[src/rtl/alu_pkg.sv]
// Shared types and helpers for the slice-serial ALU.
package alu_pkg;

    typedef enum logic [3:0] {
        ADC = 4'd0,
        SBC = 4'd1,
        AND = 4'd2,
        EOR = 4'd3,
        ORA = 4'd4,
        LSR = 4'd5,
        ROR = 4'd6,
        ASL = 4'd7,
        ROL = 4'd8
    } alu_op_t;

    typedef enum logic [1:0] {
        IDLE = 2'd0,
        RUN  = 2'd1,
        DONE = 2'd2
    } alu_state_t;

    // Right shifts walk the operand from the MSB slice downwards.
    function automatic logic is_right_shift(input logic [3:0] op);
        logic r;
        case (op)
            LSR, ROR: r = 1'b1;
            default:  r = 1'b0;
        endcase
        return r;
    endfunction

    // Ops whose first slice consumes CARRY_IN; all others start from 0.
    function automatic logic seeds_carry(input logic [3:0] op);
        logic r;
        case (op)
            ADC, SBC, ROR, ROL: r = 1'b1;
            default:            r = 1'b0;
        endcase
        return r;
    endfunction

endpackage

[src/rtl/alu_slice.sv]
// One SLICE-bit slice of the ALU. bit_in/bit_out carry the ripple bit
// (carry for arithmetic, shifted-out bit for shifts) between slices.
module alu_slice
    import alu_pkg::*;
#(
    parameter int SLICE = 8
) (
    input  logic [SLICE-1:0] a,
    input  logic [SLICE-1:0] b,
    input  logic [3:0]       op,
    input  logic             bit_in,
    output logic [SLICE-1:0] result,
    output logic             bit_out,
    output logic             ovf
);

    logic [SLICE-1:0] b_eff_s;
    logic [SLICE:0]   sum_s;
    logic [SLICE-1:0] shr_s;
    logic [SLICE-1:0] shl_s;

    // Slice arithmetic, logic and shift results selected by op.
    always_comb begin
        b_eff_s = (op == SBC) ? ~b : b;
        sum_s   = {1'b0, a} + {1'b0, b_eff_s} + {{SLICE{1'b0}}, bit_in};
        shr_s   = a >> 1'b1;
        shr_s[SLICE-1] = bit_in;
        shl_s   = a << 1'b1;
        shl_s[0] = bit_in;

        result  = {SLICE{1'b0}};
        bit_out = 1'b0;
        ovf     = 1'b0;
        case (op)
            ADC, SBC: begin
                result  = sum_s[SLICE-1:0];
                bit_out = sum_s[SLICE];
                ovf     = (a[SLICE-1] == b_eff_s[SLICE-1]) &&
                          (sum_s[SLICE-1] != a[SLICE-1]);
            end
            AND: result = a & b;
            EOR: result = a ^ b;
            ORA: result = a | b;
            LSR, ROR: begin
                result  = shr_s;
                bit_out = a[0];
            end
            ASL, ROL: begin
                result  = shl_s;
                bit_out = a[SLICE-1];
            end
            default: begin
                result  = {SLICE{1'b0}};
                bit_out = 1'b0;
                ovf     = 1'b0;
            end
        endcase
    end

endmodule

[src/rtl/multicycle_alu.sv]
// Slice-serial ALU: processes WIDTH-bit operands SLICE bits per clock,
// with a start/busy/done handshake and results held until the next op.
module multicycle_alu
    import alu_pkg::*;
#(
    parameter int WIDTH = 16,
    parameter int SLICE = 8
) (
    input  logic             clk,
    input  logic             rst,
    input  logic             start,
    input  logic [3:0]       op,
    input  logic [WIDTH-1:0] A,
    input  logic [WIDTH-1:0] B,
    input  logic             CARRY_IN,
    output logic             busy,
    output logic             done,
    output logic [WIDTH-1:0] OUT,
    output logic             CARRY,
    output logic             OVERFLOW,
    output logic             ZERO,
    output logic             NEGATIVE
);

    localparam int N     = WIDTH / SLICE;
    localparam int CNT_W = (N > 1) ? $clog2(N) : 1;
    localparam logic [CNT_W-1:0] LAST_CNT = CNT_W'(N - 1);

    alu_state_t       state_r;
    alu_state_t       state_next_s;
    logic [WIDTH-1:0] a_r;
    logic [WIDTH-1:0] b_r;
    logic [WIDTH-1:0] acc_r;
    logic [3:0]       op_r;
    logic             bit_r;
    logic             zero_acc_r;
    logic [CNT_W-1:0] cnt_r;

    logic             right_s;
    logic             last_s;
    logic [SLICE-1:0] a_slice_s;
    logic [SLICE-1:0] b_slice_s;
    logic [SLICE-1:0] res_s;
    logic             bit_out_s;
    logic             ovf_s;
    logic [WIDTH-1:0] acc_next_s;
    logic [WIDTH-1:0] a_next_s;
    logic [WIDTH-1:0] b_next_s;

    alu_slice #(.SLICE(SLICE)) u_slice (
        .a       (a_slice_s),
        .b       (b_slice_s),
        .op      (op_r),
        .bit_in  (bit_r),
        .result  (res_s),
        .bit_out (bit_out_s),
        .ovf     (ovf_s)
    );

    // Pick the active slice and the shifted operand/result registers.
    always_comb begin
        right_s = is_right_shift(op_r);
        last_s  = (cnt_r == LAST_CNT);
        if (right_s) begin
            a_slice_s  = a_r[WIDTH-1 -: SLICE];
            b_slice_s  = b_r[WIDTH-1 -: SLICE];
            a_next_s   = a_r << SLICE;
            b_next_s   = b_r << SLICE;
            acc_next_s = (acc_r << SLICE) | WIDTH'(res_s);
        end else begin
            a_slice_s  = a_r[SLICE-1:0];
            b_slice_s  = b_r[SLICE-1:0];
            a_next_s   = a_r >> SLICE;
            b_next_s   = b_r >> SLICE;
            acc_next_s = (acc_r >> SLICE) | (WIDTH'(res_s) << (WIDTH - SLICE));
        end
    end

    // Next-state logic for the IDLE/RUN/DONE handshake.
    always_comb begin
        state_next_s = state_r;
        case (state_r)
            IDLE: begin
                if (start) begin
                    state_next_s = RUN;
                end else begin
                    state_next_s = IDLE;
                end
            end
            RUN: begin
                if (last_s) begin
                    state_next_s = DONE;
                end else begin
                    state_next_s = RUN;
                end
            end
            DONE:    state_next_s = IDLE;
            default: state_next_s = IDLE;
        endcase
    end

    // State register.
    always_ff @(posedge clk) begin
        if (rst) begin
            state_r <= IDLE;
        end else begin
            state_r <= state_next_s;
        end
    end

    // Operand latch, per-slice accumulation and final result/flag update.
    always_ff @(posedge clk) begin
        if (rst) begin
            a_r        <= {WIDTH{1'b0}};
            b_r        <= {WIDTH{1'b0}};
            acc_r      <= {WIDTH{1'b0}};
            op_r       <= 4'd0;
            bit_r      <= 1'b0;
            zero_acc_r <= 1'b1;
            cnt_r      <= {CNT_W{1'b0}};
            busy       <= 1'b0;
            done       <= 1'b0;
            OUT        <= {WIDTH{1'b0}};
            CARRY      <= 1'b0;
            OVERFLOW   <= 1'b0;
            ZERO       <= 1'b0;
            NEGATIVE   <= 1'b0;
        end else begin
            busy <= (state_next_s == RUN);
            done <= (state_next_s == DONE);
            case (state_r)
                IDLE: begin
                    if (start) begin
                        a_r        <= A;
                        b_r        <= B;
                        op_r       <= op;
                        bit_r      <= seeds_carry(op) ? CARRY_IN : 1'b0;
                        acc_r      <= {WIDTH{1'b0}};
                        zero_acc_r <= 1'b1;
                        cnt_r      <= {CNT_W{1'b0}};
                    end
                end
                RUN: begin
                    a_r        <= a_next_s;
                    b_r        <= b_next_s;
                    acc_r      <= acc_next_s;
                    bit_r      <= bit_out_s;
                    zero_acc_r <= zero_acc_r & (res_s == {SLICE{1'b0}});
                    cnt_r      <= cnt_r + CNT_W'(1);
                    if (last_s) begin
                        OUT      <= acc_next_s;
                        CARRY    <= bit_out_s;
                        OVERFLOW <= ovf_s;
                        ZERO     <= zero_acc_r & (res_s == {SLICE{1'b0}});
                        NEGATIVE <= acc_next_s[WIDTH-1];
                    end
                end
                default: begin
                end
            endcase
        end
    end

endmodule

[config.mk]
export PLATFORM = sky130hd
export DESIGN_NAME = multicycle_alu
export DESIGN_NICKNAME = d
export VERILOG_FILES = /design/src/rtl/alu_pkg.sv /design/src/rtl/alu_slice.sv /design/src/rtl/multicycle_alu.sv
export SDC_FILE = /design/constraint.sdc
export NUM_CORES = 1
export LEC_CHECK = 0
export CORE_UTILIZATION = 30
export CTS_CLUSTER_SIZE = 8
export DETAILED_ROUTE_END_ITERATION = 16
export HOLD_SLACK_MARGIN = 0.15
export SLEW_MARGIN = 20
export SYNTH_ARGS = -nofsm -noshare
export SYNTH_HDL_FRONTEND = slang
export SYNTH_SLANG_ARGS = --single-unit
export TNS_END_PERCENT = 5
[constraint.sdc]
create_clock -name clk -period 8.7 [get_ports clk]
set_clock_uncertainty 0.1 [all_clocks]
set_input_delay 2.175 -clock clk [delete_from_list [all_inputs] [get_ports clk]]
set_output_delay 2.175 -clock clk [all_outputs]
set_load 0.03 [all_outputs]
# Word-level counts from Yosys, hierarchy flattened
# Cells that the tools add are included.
[classes]
addsub = 3
n_eq_ne = 17
n_mux = 30
n_bitwise = 7
reduce_logical = 13
[op_table]
columns = ["operator", "n"]
rows = [
  ["16-bit two-way mux", 6],
  ["16-bit one-hot mux with 2 select lines", 3],
  ["8-bit one-hot mux with 6 select lines", 1],
  ["8-bit two-way mux", 3],
  ["4-bit by 3-bit equality test with 1-bit output, second input constant", 5],
  ["16-bit by 8-bit bitwise OR with 16-bit output", 1],
  ["8-bit by 16-bit bitwise OR with 16-bit output", 1],
  ["1-bit two-way mux", 11],
  ["8-bit by 8-bit adder with 9-bit output", 1],
  ["9-bit by 1-bit adder with 9-bit output", 1],
  ["8-bit bitwise AND", 1],
  ["4-bit by 1-bit equality test with 1-bit output, second input constant", 2],
  ["4-bit by 2-bit equality test with 1-bit output, second input constant", 2],
  ["4-bit equality test, second input constant", 2],
  ["4-bit logical NOT", 2],
  ["8-bit logical NOT", 1],
  ["8-bit inverter", 1],
  ["8-bit bitwise OR", 1],
  ["8-bit bitwise XOR", 1],
  ["1-bit one-hot mux with 2 select lines", 3],
  ["2-bit AND reduction", 3],
  ["2-bit OR reduction", 3],
  ["2-bit by 1-bit equality test with 1-bit output, second input constant", 2],
  ["2-bit one-hot mux with 2 select lines", 1],
  ["12 further kinds", 12],
]
[totals]
reg_bits = 79

# Longest topological paths before layout
# Gate-level depths: netlist of run 1.
[depth]
depth_word = 12
ltp_mapped = 16
depth_no_buf = 13

# By module
# A second synthesis of run 1 with hierarchy kept.
[unflattened]
cells_unflattened = 554
area_unflattened_um2 = 4653.2
[modules_own_cells]
columns = ["mod", "instances", "cells_each", "area_per_inst_um2"]
rows = [
  ["multicycle_alu", 1, 408, 3569.7],
  ["alu_slice", 1, 146, 1083.5],
]

# Least setup slack after synthesis of run 1
# No wires, ideal clock.
[synth_path]
kind = "register to register"
from = "register op_r[1]"
to = "register acc_r[14]"
arrival_ns = 3.401
slack_ns = 5.128
path_stages_with_launch = 16
path_buffers = 3
cell_sequence = "dfxtp_1 buf_6 buf_12 nor3_1 and2_1 buf_2 xor2_1 fa_1 inv_1 fa_1 a211o_1 a21o_1 o221a_1 o21a_2 a211o_1 a21oi_1"
[synth_between]
elab_chain_len = 12
elab_cells_between_ends = 26
[synth_lines]
columns = ["item", "line_no", "source"]
rows = [
  ["from (decl)", "multicycle_alu.sv:34", "logic [3:0] op_r;"],
  ["from (signal assigned)", "multicycle_alu.sv:136", "op_r <= op;"],
  ["4-bit by 3-bit equality test with 1-bit output", "alu_pkg.sv:25, alu_slice.sv:34", ""],
  ["2-bit OR reduction", "alu_pkg.sv:25, alu_slice.sv:34", ""],
  ["1-bit two-way mux", "alu_pkg.sv:25", "case (op)"],
  ["8-bit two-way mux", "multicycle_alu.sv:64", "if (right_s) begin"],
  ["8-bit inverter", "alu_slice.sv:24", "b_eff_s = (op == SBC) ? ~b : b;"],
  ["8-bit two-way mux", "alu_slice.sv:24", ""],
  ["8-bit by 8-bit adder with 9-bit output", "alu_slice.sv:25", "sum_s = {1'b0, a} + {1'b0, b_eff_s} + {{SLICE{1'b0}}, bit_in};"],
  ["9-bit by 1-bit adder with 9-bit output", "alu_slice.sv:25", ""],
  ["8-bit one-hot mux with 6 select lines", "alu_slice.sv:34", "case (op)"],
  ["8-bit by 16-bit bitwise OR with 16-bit output", "multicycle_alu.sv:75", "acc_next_s = (acc_r >> SLICE) | (WIDTH'(res_s) << (WIDTH - SLICE));"],
  ["16-bit two-way mux (*)", "multicycle_alu.sv:64", ""],
  ["16-bit one-hot mux with 2 select lines (*)", "multicycle_alu.sv:131", "case (state_r)"],
  ["to (signal assigned)", "multicycle_alu.sv:116", "acc_r <= {WIDTH{1'b0}};"],
  ["to (signal assigned)", "multicycle_alu.sv:138", "acc_r <= {WIDTH{1'b0}};"],
  ["to (signal assigned)", "multicycle_alu.sv:146", "acc_r <= acc_next_s;"],
  ["to (decl)", "multicycle_alu.sv:33", "logic [WIDTH-1:0] acc_r;"],
]
# Mark *: on every way between the ends. The rest lies on a longest branch, timed or not.
# A chain may end at the register's enable or synchronous reset.

# Final worst setup path of run 1
[layout_path]
from = "register op_r[0]"
to = "register ZERO"
[layout_between]
elab_chain_len = 11
elab_cells_between_ends = 25
[layout_lines]
columns = ["item", "line_no", "source"]
rows = [
  ["4-bit by 3-bit equality test with 1-bit output", "alu_pkg.sv:25, alu_slice.sv:34", ""],
  ["2-bit OR reduction", "alu_pkg.sv:25, alu_slice.sv:34", ""],
  ["1-bit two-way mux", "alu_pkg.sv:25", ""],
  ["8-bit two-way mux", "multicycle_alu.sv:64", ""],
  ["8-bit inverter", "alu_slice.sv:24", ""],
  ["8-bit two-way mux", "alu_slice.sv:24", ""],
  ["8-bit by 8-bit adder with 9-bit output", "alu_slice.sv:25", ""],
  ["9-bit by 1-bit adder with 9-bit output", "alu_slice.sv:25", ""],
  ["8-bit one-hot mux with 6 select lines (*)", "alu_slice.sv:34", ""],
  ["8-bit logical NOT (*)", "multicycle_alu.sv:154", "ZERO <= zero_acc_r & (res_s == {SLICE{1'b0}});"],
  ["1-bit bitwise AND (*)", "multicycle_alu.sv:154", ""],
  ["to (signal assigned)", "multicycle_alu.sv:154", ""],
  ["to (decl)", "multicycle_alu.sv:21", "output logic ZERO,"],
]
# Marked as above.

==> results.md, run 1 <==
* DRC at 0
* Post-route clock period utilization at 55.8%
* Area of the multi-input gates at 0.00277 sq mm
* First-pass GRT wire length at 22,700 um
* Register area at 0.00156 sq mm
* HPWL after DPL at 10,300 um
* Gate power share at 25.7%
* Post-synth EDFFs at 0
* Via count at 4,570
* Post-CTS Setup Inserts at 0
* P_int at 0.803 mW
* Worst hold slack at 361 ps
* Status: complete, no violations
* Post-cts hold buffer count at 0
* Critical path arrival at 5000 ps
* DIE AREA at 0.0162 sq mm
* Sequential power share at 35.3%
* Synth unique cells at 70
* Vias in the first global route at 4,257
* Cell Area, Synth at 0.00471 sq mm
* DIE HEIGHT at 127 um
* Most frequent cells in the layout: 78 x dfxtp_1, 78 x a21oi_1, 60 x clkdlybuf4s50_1, 55 x nor2_1, 46 x nand2_1
* Worst-path cell chain: xnor2_1 > nor2_2 > mux2i_1 > xor2_1 > fa_1 > inv_1 > fa_1 > xnor2_1 > o21ai_1 > a2111o_1 > nor3_2 > nand4bb_1 > o41ai_2
* Sw frac at 31.0%
* Clock power share at 39.0%
* Primary FF master, synth: dfxtp_1
* Post-synthesis sequential area ratio at 33.2%
* Worst path required time at 8850 ps
* IO Count at 62
* Layout area overhead at 21.1%
* CTS resizes at 0
* Max stage delay on crit path at 860 ps
* WS Path Type: reg2reg
* Maximum clock frequency at 0.206 GHz
* Top-area cell type share of the netlist area at 33.2%
* Wire length per cell at 17.3 um
* Hold WC Path Type: reg2reg
* Row Count at 45
* Layout cells sized above 1 at 6.96%
* Clk root buf: clkbuf_16
* Syn_nets at 647
* CP max FO at 23
* Nets at 678
* Dominant cell type by area after synthesis: dfxtp_1
* Core area at 0.0153 sq mm
* Power Density at 204 mW/mm^2
* GR Overflow Total at 0
* Final ANT Viol Nets at 0
* Reg2Reg Setup Slack at 3840 ps
* Final hold violation count at 0
* Worst setup EP type: flop
* Startpoint Class: flop
* Setup TNS at 0 ps
* Clock sink total at 78
* Initial DRC Count at 338
* Final Setup Violations at 0
* Maxcap violations at 0
* Pre-Repair DR Iteration Count at 5
* VDD IR max at 0.000112 V
* Pre-CTS setup slack at 3900 ps
* Chip Width at 127 um
* Top cells by area, synth: dfxtp_1 33%, a21oi_1 8.3%, ha_1 6.1%
* Initial antenna violation count at 0
* Ys async rst share at 0%
* Slew margin rel. at 28.2%
* RSZ-0062 raised after global routing: false
* YS warnings at 0
* H-tree depth at 3
* CP max stage cell: dfxtp_1
* Clock-pin slew on the worst setup and hold paths at 70 ps
* Worst-margin pin slew at 1070 ps
* Power, Total at 1.16 mW
* Syn Area/Cell at 8.09 sq um
* DP Area at 0.00534 sq mm
* # diodes at 0
* Flops & latches, synth at 78
* Clock buffer depth at 2
* Worst-skew pair later-pin latency at 340 ps
* Cell area after layout at 0.00570 sq mm
* Largest net degree at the start of global routing at 81
* Total wire length at 14,300 um
* Switching pwr at 0.361 mW
* CTS buffer count at 9
* Post-Synthesis Cells at 582
* Post-route minimum period at 4860 ps
* GRT Total Usage at 18.0%
* P_leak at 2.13 nW
* GPL Wtd Cong at 0.942
* CTS tree: yes
* Count of pins over their slew limit at 0
* Setup WS post-layout at 3840 ps
* # port buffers at 61
* Vias per cell at 5.51
* Initial Util at 30.8%
* Layout fillers at 1,561
final timing paths:
check,start,endpoint,cells after the start
setup / recovery,op_r[0]$_SDFFE_PP0P_,ZERO$_SDFFE_PP0P_,13
hold / removal,OUT[11]$_SDFFE_PP0P_,OUT[11]$_SDFFE_PP0P_,2
setup reg to reg,op_r[0]$_SDFFE_PP0P_,ZERO$_SDFFE_PP0P_,13
hold reg to reg,OUT[11]$_SDFFE_PP0P_,OUT[11]$_SDFFE_PP0P_,2
flip-flops by register name, summed over array words and instances, names as in the netlist:
| name | flops |
|---|---|
| CARRY | 1 |
| OUT | 16 |
| OVERFLOW | 1 |
| ZERO | 1 |
| a_r | 16 |
| acc_r | 16 |
| b_r | 16 |
| bit_r | 1 |
| busy | 1 |
| cnt_r | 1 |
| done | 1 |
| op_r | 4 |
| state_r | 2 |
| zero_acc_r | 1 |
power by group through the flow:
stage / sequential, mW / clock [mW] / combinational [mW]
2_1_floorplan: 0.414 / 0 / 0.215
3_3_place_gp: 0.418 / 0 / 0.292
3_5_place_dp: 0.419 / 0 / 0.296
4_1_cts: 0.411 / 0.457 / 0.297
5_1_grt: 0.414 / 0.476 / 0.330
6_report: 0.411 / 0.454 / 0.299
area by class of cell:
class | count | share of cell area [%]
repair buffers | 69 | 11.7
inverters | 22 | 1.45
clock inverters | 6 | 2.06
flip-flops and latches | 78 | 27.4
multi-input cells | 433 | 48.6
well taps | 211 | 4.63
clock buffers | 10 | 4.19
metrics by stage:
| stage | instances | util [%] |
|---|---|---|
| after detailed placement | 813 | 35.0 |
| after global placement | 813 | 35.0 |
| after CTS | 829 | 37.4 |
| after global routing | 829 | 37.4 |
| after floorplan | 582 | - |
| final | 829 | 37.4 |
critical path: cells and delay by family (launching register included):
kind | cells | cell delay [ps]
and+or+nand+nor | 3 | 1030
muxes | 1 | 430
adders and majority gates | 2 | 650
xor gates and xnor gates | 3 | 720
DFF | 1 | 860
buffers and inverters | 1 | 60
AOI/OAI and AO/OA | 3 | 910
cell usage after synthesis (8+ instances only):
cell type,instances
a21oi_1,78
dfxtp_1,78
nor2_1,57
nand2_1,46
nor3_1,39
o22ai_1,33
clkbuf_1,23
ha_1,23
inv_1,22
mux2i_1,20
buf_2,10
nand3b_1,10
xnor2_1,9
a211o_1,8
logic make-up (layout without fill, tap and decap cells):
logic type | Yosys count | after routing | share of synthesized area, %
AO/OA/AOI/OAI | 187 | 187 | 25.6
buffers and inverters | 71 | 107 | 8.19
flip-flops | 78 | 78 | 33.2
AND/OR/NAND/NOR | 191 | 191 | 19.9
adder cells (fa/ha/maj) | 25 | 25 | 6.97
XOR/XNOR | 10 | 10 | 1.86
multiplexers | 20 | 20 | 4.25
routing by layer:
metal  vias to the layer above  global-route usage (%)  routed length [um]
li1                       2180                       -                   -
met3                        36                    2.81                 769
met1                      2175                    23.5                6410
met5                         -                       0                   0
met2                       179                    28.7                6520
met4                         0                    9.45                 629
Power figures use the tool's default switching activity.
==> inputs of run 2 (changes only) <==
clock period = 4.2 ns   (was 8.7 ns; I/O delays follow)
==> results.md, run 2 (same netlist as run 1, synthesis figures left out) <==
* CP max FO at 39 (was 23)
* Reg2Reg Capture Point: OUT[15]$_SDFFE_PP0P_ (was ZERO$_SDFFE_PP0P_)
* Row Count at 45 (unchanged)
* Setup TNS at 0 ps (unchanged)
* Vias per cell at 5.34 (was 5.51)
* Hold WC Path Type: reg2reg (unchanged)
* H-tree depth at 3 (unchanged)
* Layout area overhead at 21.9% (was 21.1%)
* Startpoint Class: flop (unchanged)
* Count of pins over their slew limit at 0 (unchanged)
* GR Overflow Total at 0 (unchanged)
* CTS buffer count at 9 (unchanged)
* Layout cells sized above 1 at 8.43% (was 6.96%)
* Placed instance count at 824 (was 813)
* Core area at 0.0153 sq mm (unchanged)
* Worst path required time at 4290 ps (was 8850 ps)
* Chip Width at 127 um (unchanged)
* Critical path arrival at 4100 ps (was 5000 ps)
* End point of the critical path: OUT[15]$_SDFFE_PP0P_ (was ZERO$_SDFFE_PP0P_)
* # diodes at 0 (unchanged)
* GPL Wtd Cong at 0.935 (was 0.942)
* RSZ-0062 raised after global routing: false (unchanged)
* GRT Total Usage at 18.5% (was 18.0%)
* VDD IR max at 0.000168 V (was 0.000112 V)
* FF-to-FF Start: op_r[1]$_SDFFE_PP0P_ (was op_r[0]$_SDFFE_PP0P_)
* Layout fillers at 1,605 (was 1,561)
* Status: complete, no violations (unchanged)
* Post-route clock period utilization at 95.6% (was 55.8%)
* Maximum clock frequency at 0.249 GHz (was 0.206 GHz)
* First-pass GRT wire length at 23,100 um (was 22,700 um)
* Pre-CTS setup slack at 246 ps (was 3900 ps)
* Cell area after layout at 0.00574 sq mm (was 0.00570 sq mm)
* Worst hold slack at 357 ps (was 361 ps)
* Most frequent cells in the layout: 78 x dfxtp_1, 78 x a21oi_1, 60 x clkdlybuf4s50_1, 55 x nor2_1, 46 x nand2_1 (unchanged)
* Vias in the first global route at 4,340 (was 4,257)
* DIE HEIGHT at 127 um (unchanged)
* # port buffers at 61 (unchanged)
* Pre-Repair DR Iteration Count at 5 (unchanged)
* Slew margin rel. at 39.7% (was 28.2%)
* Worst-skew pair later-pin latency at 350 ps (was 340 ps)
* Initial Util at 30.8% (unchanged)
* CTS tree: yes (unchanged)
* IO Count at 62 (unchanged)
* Wire length per cell at 17.2 um (was 17.3 um)
* Worst-case reg-to-reg path depth at 13 (unchanged)
* Setup WS post-layout at 185 ps (was 3840 ps)
* Largest net degree at the start of global routing at 50 (was 81)
* Non-Filler Instances at 840 (was 829)
* Initial antenna violation count at 0 (unchanged)
* Worst setup path startpoint: op_r[1]$_SDFFE_PP0P_ (was op_r[0]$_SDFFE_PP0P_)
* Nets at 689 (was 678)
* Post-CTS Setup Inserts at 0 (unchanged)
* Via count at 4,487 (was 4,570)
* Maxcap violations at 0 (unchanged)
* DP Area at 0.00545 sq mm (was 0.00534 sq mm)
* Final hold violation count at 0 (unchanged)
* Power Density at 391 mW/mm^2 (was 204 mW/mm^2)
* WS Path Type: reg2reg (unchanged)
* HPWL after DPL at 10,400 um (was 10,300 um)
* Initial DRC Count at 378 (was 338)
* Clock buffer depth at 2 (unchanged)
* Post-route minimum period at 4020 ps (was 4860 ps)
* Final Setup Violations at 0 (unchanged)
* Worst-margin pin slew at 904 ps (was 1070 ps)
* DRC at 0 (unchanged)
* P_leak at 2.15 nW (was 2.13 nW)
* Total wire length at 14,400 um (was 14,300 um)
* Clock sink total at 78 (unchanged)
* Clk root buf: clkbuf_16 (unchanged)
* Final ANT Viol Nets at 0 (unchanged)
* Worst setup EP type: flop (unchanged)
* Clock-pin slew on the worst setup and hold paths at 60 ps (was 70 ps)
* Reg2Reg Setup Slack at 180 ps (was 3840 ps)
* DIE AREA at 0.0162 sq mm (unchanged)
* Power, Total at 2.24 mW (was 1.16 mW)
* Final Util at 37.6% (was 37.4%)
-- run 2: power by group --
group / leakage (nW) / switching, mW / total, mW / internal, mW
Sequential: 0.639 / 0.0518 / 0.847 / 0.795
Combinational: 1.38 / 0.364 / 0.642 / 0.278
Clock: 0.135 / 0.322 / 0.756 / 0.434
Total: 2.15 / 0.738 / 2.24 / 1.51
-- run 2: worst max-delay path, cell delays in order, from the launching register on --
cell and delay, ps:
dfxtp_1 390, xnor2_1 170, nor2_2 170, buf_12 240, mux2i_1 510, xnor2_1 130
ha_1 380, or3b_2 210, a21oi_1 60, a2111oi_0 590, buf_4 210, o211ai_1 170
o21ai_0 380, a21oi_1 100
-- run 2: what timing repair did --
item,4_1_cts,5_1_grt
gates resized for setup,0,1
setup endpoints to repair,0,1
hold buffers,0,0
-- run 2: metal layers --
layer  wire [um]  part of all wire [%]  global-route usage (%)
met5           0                     0                       0
met4         421                   2.9                    7.63
met3         753                   5.2                    3.56
met2        6480                    45                    29.0
met1        6770                    47                    24.8
-- run 2: layout make-up --
class                      count  area [sq um]  share of cell area (%)
multi-input combinational    433          2770                    48.3
sequential                    78          1560                    27.2
timing repair buffer          80           773                    13.5
tap                          211           264                    4.60
clock buffer                  12           256                    4.47
inverter                      22          82.6                    1.44
clock inverter                 4          28.8                   0.502
-- run 2: worst min-delay path by stage --
stage / depth (start not counted) / start / end / slack (ps)
after floorplan: 2 / acc_r[14]$_SDFFE_PP0P_ / acc_r[14]$_SDFFE_PP0P_ / 330
after global placement: 2 / acc_r[11]$_SDFFE_PP0P_ / acc_r[11]$_SDFFE_PP0P_ / 340
after detailed placement: 2 / acc_r[14]$_SDFFE_PP0P_ / acc_r[14]$_SDFFE_PP0P_ / 350
after CTS: 2 / OUT[12]$_SDFFE_PP0P_ / OUT[12]$_SDFFE_PP0P_ / 360
after global routing: 2 / OUT[12]$_SDFFE_PP0P_ / OUT[12]$_SDFFE_PP0P_ / 390
final: 2 / OUT[12]$_SDFFE_PP0P_ / OUT[12]$_SDFFE_PP0P_ / 360
